$ cat config.mk
export PLATFORM = sky130hd
export DESIGN_NAME = ysyx_220053_if_id_buf
export DESIGN_NICKNAME = d
export VERILOG_FILES = /design/src/rtl/ysyx_220053_if_id_buf.sv
export SDC_FILE = /design/constraint.sdc
export NUM_CORES = 1
export LEC_CHECK = 0
export CAP_MARGIN = 20
export CORE_MARGIN = 5
export CORE_UTILIZATION = 51
export CTS_CLUSTER_SIZE = 14
export DETAILED_ROUTE_END_ITERATION = 12
export GPL_ROUTABILITY_DRIVEN = 0
export GPL_TIMING_DRIVEN = 0
export PLACE_DENSITY = 0.81
export SYNTH_ARGS = -nofsm -noshare
export SYNTH_HDL_FRONTEND = slang
export SYNTH_SLANG_ARGS = --single-unit
$ cat constraint.sdc
create_clock -name clk -period 9.1 [get_ports clk]
set_input_delay 2.275 -clock clk [delete_from_list [all_inputs] [get_ports clk]]
set_output_delay 2.275 -clock clk [all_outputs]
set_load 0.01 [all_outputs]
$ cat src/rtl/ysyx_220053_if_id_buf.sv
// IF/ID pipeline boundary: two-entry skid buffer between fetch and decode.
// in_ready comes straight from the skid valid register, so decode never reaches fetch combinationally.
module ysyx_220053_if_id_buf #(
    parameter int                 PC_W    = 64,
    parameter int                 INSTR_W = 32,
    parameter logic [INSTR_W-1:0] BUBBLE  = 32'h00000013
) (
    input  logic               clk,
    input  logic               rst,
    input  logic               in_valid,
    output logic               in_ready,
    input  logic [PC_W-1:0]    in_pc,
    input  logic [INSTR_W-1:0] in_instr,
    output logic               out_valid,
    input  logic               out_ready,
    output logic [PC_W-1:0]    out_pc,
    output logic [INSTR_W-1:0] out_instr,
    input  logic               flush,
    output logic [31:0]        stall_cnt
);

    logic               main_valid_q, main_valid_d;
    logic [PC_W-1:0]    main_pc_q, main_pc_d;
    logic [INSTR_W-1:0] main_instr_q, main_instr_d;
    logic               skid_valid_q, skid_valid_d;
    logic [PC_W-1:0]    skid_pc_q, skid_pc_d;
    logic [INSTR_W-1:0] skid_instr_q, skid_instr_d;
    logic [31:0]        stall_cnt_q, stall_cnt_d;

    logic in_fire;
    logic out_fire;

    assign in_ready  = ~skid_valid_q;
    assign out_valid = main_valid_q;
    assign out_pc    = main_valid_q ? main_pc_q : '0;
    assign out_instr = main_valid_q ? main_instr_q : BUBBLE;
    assign stall_cnt = stall_cnt_q;

    assign in_fire  = in_valid & ~skid_valid_q;
    assign out_fire = main_valid_q & out_ready;

    always_comb begin
        main_valid_d = main_valid_q;
        main_pc_d    = main_pc_q;
        main_instr_d = main_instr_q;
        skid_valid_d = skid_valid_q;
        skid_pc_d    = skid_pc_q;
        skid_instr_d = skid_instr_q;

        if (flush) begin
            // Redirect squashes everything, including a pair offered this cycle.
            main_valid_d = 1'b0;
            skid_valid_d = 1'b0;
        end else if (!main_valid_q) begin
            if (in_fire) begin
                main_valid_d = 1'b1;
                main_pc_d    = in_pc;
                main_instr_d = in_instr;
            end
        end else if (!skid_valid_q) begin
            if (in_fire && out_fire) begin
                main_pc_d    = in_pc;
                main_instr_d = in_instr;
            end else if (in_fire) begin
                skid_valid_d = 1'b1;
                skid_pc_d    = in_pc;
                skid_instr_d = in_instr;
            end else if (out_fire) begin
                main_valid_d = 1'b0;
            end
        end else if (out_fire) begin
            main_pc_d    = skid_pc_q;
            main_instr_d = skid_instr_q;
            skid_valid_d = 1'b0;
        end
    end

    always_comb begin
        stall_cnt_d = stall_cnt_q;
        if (main_valid_q && !out_ready) begin
            stall_cnt_d = stall_cnt_q + 32'd1;
        end
    end

    always_ff @(posedge clk or posedge rst) begin
        if (rst) begin
            main_valid_q <= 1'b0;
            main_pc_q    <= '0;
            main_instr_q <= BUBBLE;
            skid_valid_q <= 1'b0;
            skid_pc_q    <= '0;
            skid_instr_q <= BUBBLE;
            stall_cnt_q  <= '0;
        end else begin
            main_valid_q <= main_valid_d;
            main_pc_q    <= main_pc_d;
            main_instr_q <= main_instr_d;
            skid_valid_q <= skid_valid_d;
            skid_pc_q    <= skid_pc_d;
            skid_instr_q <= skid_instr_d;
            stall_cnt_q  <= stall_cnt_d;
        end
    end

endmodule

### Word-level counts from Yosys, hierarchy flattened

Cells that the tools add are included.

| operators by class | value |
|---|---|
| $add $sub $neg | 1 |
| reduce and logical (&&, ||, !) cells | 7 |
| mux-type cells | 23 |
| bitwise logic cells | 5 |
| eq/ne operators | 2 |

Operators by type and width:

| kind | count |
|---|---|
| 2-to-1 mux 64 bit | 6 |
| 2-to-1 mux 32 bit | 6 |
| adder 32 x 1 -> 32 bit, second input constant | 1 |
| 2-to-1 mux 1 bit | 11 |
| AND reduction 5 bit | 1 |
| AND reduction 4 bit | 1 |
| nonzero test 2 bit | 2 |
| != test 3 x 1 -> 1 bit, second input constant | 1 |
| != test 3 x 2 -> 1 bit, second input constant | 1 |
| inverter 1 bit | 3 |
| AND 1 bit | 2 |
| logical AND 1 bit | 2 |
| logical NOT 1 bit | 1 |

| storage, ports and cells | value |
|---|---|
| output and inout bits | 130 |
| register bits after elaboration | 226 |
| input port bits | 101 |

### Depth between registers and ports, before layout

| logic depth | value |
|---|---|
| depth in word-level cells | 7 |
| gate-level depth with buffers | 7 |

### Worst setup path after synthesis

No wires, ideal clock.

| timing path | value |
|---|---|
| path type | input-to-reg |
| from | input port out_ready |
| to | register skid_pc_q[12] |
| required time | 8.975 ns |
| path buffers | 3 |
| stages | 6 |
| arrival time | 3.476 ns |
| setup slack | 5.499 ns |
| cell sequence | nor2b_1 > buf_2 > nor3b_2 > buf_4 > buf_4 > mux2_2 |

| on the way | value |
|---|---|
| cells in the longest elaborated chain, start to end | 4 |

RTL lines:

| item | RTL line | RTL |
|---|---|---|
| from (decl) | 15 | `input logic out_ready,` |
| AND 1 bit | 40 | `assign out_fire = main_valid_q & out_ready;` |
| logical AND 1 bit | 61 | `if (in_fire && out_fire) begin` |
| inverter 1 bit (no source line) | - |  |
| AND reduction 5 bit (no source line) | - |  |
| to (signal assigned) | 99 | `skid_pc_q <= skid_pc_d;` |
| to (decl) | 26 | `logic [PC_W-1:0] skid_pc_q, skid_pc_d;` |

No other way between the ends.
A chain may end at the register's enable or synchronous reset.

### Worst setup path after layout

| timing path | value |
|---|---|
| from | register main_valid_q (netlist: out_valid) |
| to | output port out_pc[52] |

| on the way | value |
|---|---|
| cells in the longest elaborated chain, start to end | 1 |

RTL lines:

| item | RTL line | RTL |
|---|---|---|
| from (decl) | 22 | `logic main_valid_q, main_valid_d;` |
| from (signal assigned) | 95 | `main_valid_q <= main_valid_d;` |
| 2-to-1 mux 64 bit | 35 | `assign out_pc = main_valid_q ? main_pc_q : '0;` |
| to (decl) | 16 | `output logic [PC_W-1:0] out_pc,` |

No other way between the ends.

==> metrics.txt <==
clk slew on worst S/H paths approximately 0.06 ns; vias in the first global route 7573; Worst Setup End Kind output port; relative slew slack 47.7%; post-layout instance area 13600 sq um; maximum vdd drop 0.137 mV; hold slack final roughly 0.47 ns; R2R Path Start out_valid; Synth Net Count roughly 960; post-synthesis sequential area ratio 56.0%; die width 151 um; asr flop ratio synth 100%; initial core utilization 51.9%; setup ws final 4.05 ns; max-cap violations 0; Routed Antenna Nets 0; most common cell in the netlist dfrtp_1; CTS tree yes; final hold viol count 0; hold wc startpoint stall_cnt[31]; critical path fanouts, max 10; DIE HEIGHT about 150 um; core box area about 19000 sq um; P per Cell Area 209 nW/um^2; I/O pin total between 200 and 250; #FFs+latches synth 226; DRT iter0 DRCs 293; clk buf depth 3; Post-CTS Hold Buffers 0; synth cell count leaders 220 x dfrtp_1, 99 x nor2_1, 98 x a21oi_1, 96 x mux2i_1, 93 x and2_1; R2R cell count 6; final setup skew roughly 0.0091 ns; Inst Count DP 1353; Final setup viols 0; slowest stage delay, CP 0.60 ns; number of synthesis warnings 0; status finished, final reports clean; antenna violations before repair 4; Synth Area per Inst between 10 and 15 sq um; setup slack, reg-to-reg 6.89 ns; mapped cell area 10100 sq um; Worst path most repeated cell clkbuf_1; WL per Instance 17.8 um; routed vias 7264; Area Overhead vs Synth 34.2%; largest cells by area after synthesis dfrtp_1 54%, mux2_2 10%, mux2i_1 9.5%, and2_1 5.8%, a21oi_1 4.9%; Synth cell types 32; Clk Latency, worst-skew pair 0.51 ns; Placement Cell Area 12800 sq um; critical path class reg -> out; WHS Path Cells 1; post-CTS sizing 0; Post-synth EDFFs 0; dpl hpwl 17400 um; DP Worst Slack around 4.4 ns; Multi-input gate area 4160 sq um; reg2reg end skid_pc_q[15]; CTS buffer count 24; signal arrival time at the worst endpoint 2.77 ns; share of layout cells above drive strength 1 15.8%; non-filler cells, final 1395; postcts setup bufs 0; fmax 198 MHz; global-route wire length before repair 39700 um; clk sink count about 230; nets roughly 1.2k; Congestion Overflow GR 0; DRT Pass-1 Iters 4; CP max-delay cell clkdlybuf4s50_1; Util after Layout ~70%; CP startpoint kind flip-flop; Static Leak 6.33 nW; Hold Path Class reg -> reg; CTS Root Cell clkbuf_16; worst path required time 6.83 ns; critical path cell sequence buf_2 > clkbuf_1 > clkbuf_1 > and2_1 > clkdlybuf4s50_1; area taken by flip-flops and latches ~5700 sq um; prevailing post-synth register cell dfrtp_1; dominant cell type by area after synthesis dfrtp_1; final period utilization 55.5%; RSZ-0062 raised after global routing false; DIE AREA 22700 sq um; Port Buffers 230; worst hold endpoint stall_cnt[31]; final WL 24800 um; Max H-tree Level 1; count of pins over their slew limit 0; largest net degree at the start of global routing 117; share of the synthesized area in the top cell type around 54%; FILL cells 1429; Worst Setup SP out_valid; row count 51; setup_tns 0 ns; overall power 2.83 mW; Global Route Usage Sum 21.8%; Vias per Instance approximately 5.2; Post-Syn Instances 857; worst-margin pin slew between 0.7 and 0.8 ns; drt drc 0; Final min period 5.05 ns
## registers in the layout (all words and copies together), names as in the netlist
register	flops
main_pc_q	64
skid_pc_q	64
main_instr_q	32
skid_instr_q	32
stall_cnt	32
out_valid	1
skid_valid_q	1
## layout make-up
type / count / share of cell area, %
multi-input combinational: 572 / 30.7
sequential: 226 / 41.7
timing repair buffer: 231 / 17.2
buffer: 54 / 1.92
antenna: 1 / 0.0184
clock inverter: 6 / 0.406
tap: 265 / 2.44
clock buffer: 35 / 5.40
inverter: 5 / 0.194
## report_power, final
part / total [mW] / internal [mW] / leakage (nW) / switching, mW
sequential: 1.34 / 1.22 / 2.69 / 0.114
clock: 0.966 / 0.582 / 0.396 / 0.384
combinational: 0.530 / 0.307 / 3.24 / 0.223
total: 2.83 / 2.11 / 6.33 / 0.721
## cells in the final DEF (no fill, tap or decap), drive strengths merged, types with 5 or more instances in the layout
| cell | n |
|---|---|
| nand2 | 10 |
| and3 | 5 |
| mux2i | 96 |
| inv | 5 |
| xnor2 | 26 |
| clkdlybuf4s50 | 230 |
| nor2 | 99 |
| and2 | 93 |
| clkbuf | 53 |
| xor2 | 5 |
| nand3 | 13 |
| dfrtp | 220 |
| nand4 | 12 |
| mux2 | 97 |
| a21oi | 98 |
| clkinv | 5 |
| buf | 37 |
| dfstp | 6 |
## worst max-delay path: cells and delay by family (launching register included)
family	cells	cell delay, ns
simple gates	1	0.18
buf+inv	4	1.72
flops	1	0.37
## cells by family (layout without fill, tap and decap cells)
| group | after synthesis | after routing | synth area share (%) |
|---|---|---|---|
| other cells | 0 | 1 | 0 |
| mux | 193 | 193 | 20.3 |
| xor+xnor | 31 | 31 | 2.69 |
| fa+ha+maj | 1 | 1 | 0.124 |
| flops | 226 | 226 | 56.0 |
| simple gates | 246 | 246 | 13.0 |
| buf+inv | 59 | 331 | 2.76 |
| compound gates | 101 | 101 | 5.05 |
## per-layer routing
| metal | track usage, % | routed length, um | share of wire, % |
|---|---|---|---|
| met2 | 36.3 | 12100 | 49 |
| met1 | 29.0 | 10500 | 42 |
| met3 | 5.12 | 1600 | 6.4 |
| met5 | 0 | 36 | 0.15 |
| met4 | 5.58 | 537 | 2.2 |
## worst max-delay path by stage
| stage | slack, ns | end |
|---|---|---|
| 3_5_place_dp | 4.42 | skid_pc_q[15] |
| 6_report | 4.05 | out_pc[52] |
| 4_1_cts | 3.98 | out_pc[45] |
| 2_1_floorplan | 0.64 | main_instr_q[10] |
| 5_1_grt | 3.82 | out_pc[51] |
| 3_3_place_gp | -2.32 | skid_pc_q[55] |
Power figures use the tool's default switching activity.
